<file path="src/rtl/pwm_cmp8.sv">
// PWM comparator fed by an upstream free-running 8-bit counter. Duty updates arrive over
// valid/ready and take effect only at a period boundary; also counts periods and checks sync.
module pwm_cmp8 #(
  parameter bit          ACTIVE_HIGH = 1'b1,
  parameter logic [7:0]  DUTY_INIT   = 8'd0,
  parameter int unsigned PCNT_W      = 16
) (
  input  logic              clk,
  input  logic              reset_n,
  input  logic              en,
  input  logic [7:0]        cnt_in,
  input  logic              cnt_wrap,
  input  logic              duty_valid,
  input  logic [7:0]        duty_data,
  output logic              duty_ready,
  output logic              pwm_out,
  output logic              applied,
  output logic [PCNT_W-1:0] period_cnt,
  output logic              sync_err
);

  localparam logic IdleLvl = ~ACTIVE_HIGH;

  typedef enum logic [0:0] {StIdle, StPending} state_e;

  state_e            state_q, state_d;
  logic [7:0]        pending_q, pending_d;
  logic [7:0]        active_duty_q, active_duty_d;
  logic [7:0]        prev_cnt_q, prev_cnt_d;
  logic              pwm_q, pwm_d;
  logic              applied_q, applied_d;
  logic              sync_err_q, sync_err_d;
  logic              armed_q, armed_d;
  logic [PCNT_W-1:0] period_cnt_q, period_cnt_d;

  logic       accept;
  logic       apply;
  logic [7:0] eff_duty;
  logic       act;
  logic       seq_bad;

  // State register
  always_ff @(posedge clk) begin
    if (!reset_n) begin
      state_q <= StIdle;
    end else begin
      state_q <= state_d;
    end
  end

  // Next-state logic
  always_comb begin
    state_d = state_q;
    case (state_q)
      StIdle:    if (duty_valid) state_d = StPending;
      StPending: if (cnt_wrap)   state_d = StIdle;
      default:                   state_d = StIdle;
    endcase
  end

  // FSM outputs
  always_comb begin
    duty_ready = (state_q == StIdle);
    accept     = duty_valid & duty_ready;
    apply      = (state_q == StPending) & cnt_wrap;
  end

  // A duty applied at this wrap must already govern the count-0 compare.
  always_comb begin
    pending_d     = accept ? duty_data : pending_q;
    active_duty_d = apply ? pending_q : active_duty_q;
    eff_duty      = apply ? pending_q : active_duty_q;
    act           = (cnt_in < eff_duty);
    pwm_d         = en ? (act ^ IdleLvl) : IdleLvl;
    applied_d     = apply;
    period_cnt_d  = period_cnt_q + PCNT_W'(cnt_wrap);
    armed_d       = armed_q | cnt_wrap;
    seq_bad       = (cnt_in != prev_cnt_q + 8'd1) || (cnt_wrap != (cnt_in == 8'd0));
    sync_err_d    = sync_err_q | (armed_q & seq_bad);
    prev_cnt_d    = cnt_in;
  end

  always_ff @(posedge clk) begin
    if (!reset_n) begin
      pending_q     <= 8'd0;
      active_duty_q <= DUTY_INIT;
      prev_cnt_q    <= 8'd0;
      pwm_q         <= IdleLvl;
      applied_q     <= 1'b0;
      sync_err_q    <= 1'b0;
      armed_q       <= 1'b0;
      period_cnt_q  <= '0;
    end else begin
      pending_q     <= pending_d;
      active_duty_q <= active_duty_d;
      prev_cnt_q    <= prev_cnt_d;
      pwm_q         <= pwm_d;
      applied_q     <= applied_d;
      sync_err_q    <= sync_err_d;
      armed_q       <= armed_d;
      period_cnt_q  <= period_cnt_d;
    end
  end

  assign pwm_out    = pwm_q;
  assign applied    = applied_q;
  assign period_cnt = period_cnt_q;
  assign sync_err   = sync_err_q;

endmodule

</file>
<file path="config.mk">
export PLATFORM = sky130hd
export DESIGN_NAME = pwm_cmp8
export DESIGN_NICKNAME = d
export VERILOG_FILES = /design/src/rtl/pwm_cmp8.sv
export SDC_FILE = /design/constraint.sdc
export NUM_CORES = 1
export LEC_CHECK = 0
export CAP_MARGIN = 20
export CORE_ASPECT_RATIO = 1.25
export CORE_MARGIN = 1
export CORE_UTILIZATION = 40
export CTS_BUF_LIST = sky130_fd_sc_hd__clkbuf_4
export DETAILED_ROUTE_END_ITERATION = 7
export GPL_TIMING_DRIVEN = 0
export PLACE_DENSITY_LB_ADDON = 0.05
export SYNTH_ARGS = -nofsm -noshare
export SYNTH_HDL_FRONTEND = slang
export SYNTH_SLANG_ARGS = --single-unit
</file>
<file path="constraint.sdc">
create_clock -name clk -period 2.21 [get_ports clk]
set_input_delay 0.442 -clock clk [delete_from_list [all_inputs] [get_ports clk]]
set_output_delay 0.442 -clock clk [all_outputs]
set_load 0.01 [all_outputs]
</file>
==> results.ini <==
[sta]
fin_tns_setup_ns=0
period_needed_ns=2.03
setup_viol=0
fin_crit_sh_pct=92.0
max_freq_mhz=492
hold_viol=0
tightest_slew_ns=0.389
drv_slew=0
fin_skew_ns=0.00613
slew_headroom_pct=74.1
rsz0062_at_grt=no

[grt]
grt_max_degree=14
grt_pass1_vias=1551
grt_usage_pct=17.2
grt_overflow=0
antenna_found_initial=0
grt_pass1_wl_um=7010

[floorplan]
die_x_um=66.5
die_height_um=82.7
core_area_sq_mm=0.00504
io_pins=41
rows=29
die_area_sq_mm=0.00550
start_util_pct=41.3

[logic_synthesis]
ys_types=34
avgSynthCellArea_sq_um=9.38
synth_cells=222
ys_ff_latch=45
synth-compound-area-share_pct=9.56
yosysSeqAreaShare_pct=43.3
synth_top_family_by_area=simple AND/OR/NAND/NOR gates
synthXorXnorAreaFrac_pct=9.68
ys_warn_count=0
netlist_area_sq_mm=0.00208
synth-adder-area-share_pct=6.01
synthSimpleGateAreaFrac_pct=25.8
synthMuxAreaShare_pct=3.85
syn_nets=253

[clock_tree]
clk_pin_slew_worst_paths_ns=0.13
cts_tree=done
cts_buffers=5
cts_buffer_depth=2
htree_levels=2
clock_sinks=45
ctsRootBufferMaster=clkbuf_4
clk_latency_ns=0.34

[power]
comb_power_share_pct=13.0
netSwitchingFraction_pct=25.1
seqPwrFrac_pct=58.9
total_power_w=0.00146
clkPwrFrac_pct=28.1
p_switching_w=0.000366
p_leak_nw=1.03
internal-power_w=0.00109
ir_drop_uv=400
power_density_mw_per_mm2=554

[min_path]
hold_class=input port to flop

[worst_setup_path]
start_kind=flop
crit_arrival_ns=2.26
crit_path_max_incr_delay_ns=0.43
cp_max_fo=5
crit_slowest_cell=dfxtp_1
end_kind=flop
ff2ff_setup_slack_ns=0.18
path_cells=nand2_4 > mux2i_1 > ha_1 > a21oi_1 > nor2b_1 > o21ai_0 > nand2b_1 > a2111oi_1
cp.required_ns=2.44
worstSetupPathType=flop to flop

[place]
globalplace.congestion=0.841
io_buffers=40
hpwl_um=3120

[finish]
area_growth_pct=26.6
n_fill_cell=505
diodes=0
layout.nets=302
drive_gt1_share_pct=5.88
ff_latch_area_sq_um=901
multi_input_area_sq_mm=0.00115

[routing]
ant_nets=0
routed_wl_um=4120
wire_per_inst_um=12.3
drc=0
drt_pass1_iterations=4
vias_per_cell=4.92
via_count=1644
drtIter0Drc=77

[flow_run]
maxCapViolCount=0

[status]
status=finished clean

## through the flow
step / area, sq um / setup slack [ns] / hold WS (ns) / cells / util [%]
finish: 2640 / 0.176 / 0.472 / 334 / 52.3
global route: 2640 / 0.0444 / 0.452 / 334 / 52.3
CTS: 2640 / 0.0193 / 0.487 / 334 / 52.3
detailed placement: 2560 / -0.748 / 0.448 / 324 / 50.8
global placement: 2560 / -0.679 / 0.445 / 324 / 50.8
floorplan: 2080 / 0.282 / 0.423 / 222 / -
## flip-flops by register name, indices dropped and copies added, names as in the netlist
name,count
prev_cnt_q,8
sync_err,1
armed_q,1
pending_q,8
pwm_out,1
applied,1
state_q,1
active_duty_q,8
period_cnt,16
## layout make-up
| class | count | share of cell area [%] |
|---|---|---|
| plain buffers | 7 | 0.997 |
| clock buffers | 7 | 1.99 |
| clock inverters | 1 | 0.285 |
| inverters | 3 | 0.427 |
| multi-input cells | 167 | 43.6 |
| flip-flops and latches | 45 | 34.2 |
| well taps | 62 | 2.94 |
| repair buffers | 42 | 15.6 |
## cell families (layout without fill, tap and decap cells)
logic type | Yosys count | in the layout
AND/OR/NAND/NOR | 96 | 96
flip-flops | 45 | 45
AO/OA/AOI/OAI | 30 | 30
XOR/XNOR | 23 | 23
adder cells (fa/ha/maj) | 10 | 10
buffers and inverters | 10 | 60
multiplexers | 8 | 8
## critical path, delay by kind of cell, from the launching register on
family / cells / cell delay (ns)
simple gates: 3 / 0.23
mux: 1 / 0.23
flops: 1 / 0.43
compound gates: 3 / 0.73
fa+ha+maj: 1 / 0.28
## cell usage after synthesis, drive strengths merged
cell / number / area (sq um)
a2111oi: 1 / 8.76
a211oi: 1 / 7.51
a21boi: 10 / 75.1
a21oi: 4 / 20.0
a221oi: 1 / 8.76
a31oi: 1 / 6.26
and2: 24 / 150
and3: 3 / 18.8
and4: 2 / 17.5
and4b: 1 / 11.3
clkbuf: 7 / 26.3
dfxtp: 45 / 901
ha: 10 / 125
inv: 3 / 11.3
mux2i: 8 / 80.1
nand2: 25 / 96.4
nand2b: 1 / 6.26
nand3: 9 / 45.0
nand3b: 1 / 7.51
nand4: 3 / 18.8
nor2: 4 / 15.0
nor2b: 12 / 75.1
nor3: 3 / 15.0
nor4: 5 / 37.5
o21a: 2 / 15.0
o21ai: 8 / 40.0
o21ba: 1 / 10.0
o31ai: 1 / 7.51
or3: 2 / 12.5
or4: 1 / 11.3
xnor2: 15 / 131
xor2: 8 / 70.1
## repair_timing
action	in CTS	in global routing
setup endpoints to repair	1	1
hold buffers	0	0
gates cloned	0	0
gates resized for setup	3	2
buffers inserted	2	0
endpoints found under the hold margin	0	0
pin swaps	1	0
## power by group through the flow
stage	Combinational, W	Clock [W]	Sequential, W
floorplan	0.000101	0	0.000875
global placement	0.000187	0	0.000878
detailed placement	0.000190	0	0.000877
CTS	0.000193	0.000425	0.000860
global route	0.000213	0.000457	0.000864
finish	0.000190	0.000410	0.000859
## cell usage in the layout (no fill, tap or decap), types with 2 or more instances in the layout
cell type and n:
a21oi_1 4, clkbuf_1 7, or3_1 2, o21a_1 2
nor2b_1 12, mux2i_1 8, a21boi_0 10, ha_1 10
inv_1 3, nor2_1 4, nand2_1 24, and3_1 3
xnor2_1 15, and2_1 24, xor2_1 8, nor3_1 3
o21ai_0 8, clkdlybuf4s50_1 39, buf_4 2, clkbuf_4 7
dfxtp_1 45, nor4_1 4, and4_1 2, nand3_1 9
nand4_1 3
## per-layer routing
| layer | vias to the layer above | global-route usage (%) | part of all wire, % |
|---|---|---|---|
| li1 | 859 | - | - |
| met1 | 753 | 20.6 | 46 |
| met2 | 27 | 29.8 | 50 |
| met3 | 5 | 4.12 | 3.1 |
| met4 | 0 | 5.74 | 1.3 |
| met5 | - | 0 | 0 |
## worst paths after layout
path,startpoint,to,cells after the start
max,state_q,pwm_out,8
min,cnt_wrap,armed_q,2
max reg2reg,state_q,pwm_out,8
min reg2reg,armed_q,armed_q,1
(Power assumes the default switching activity.)
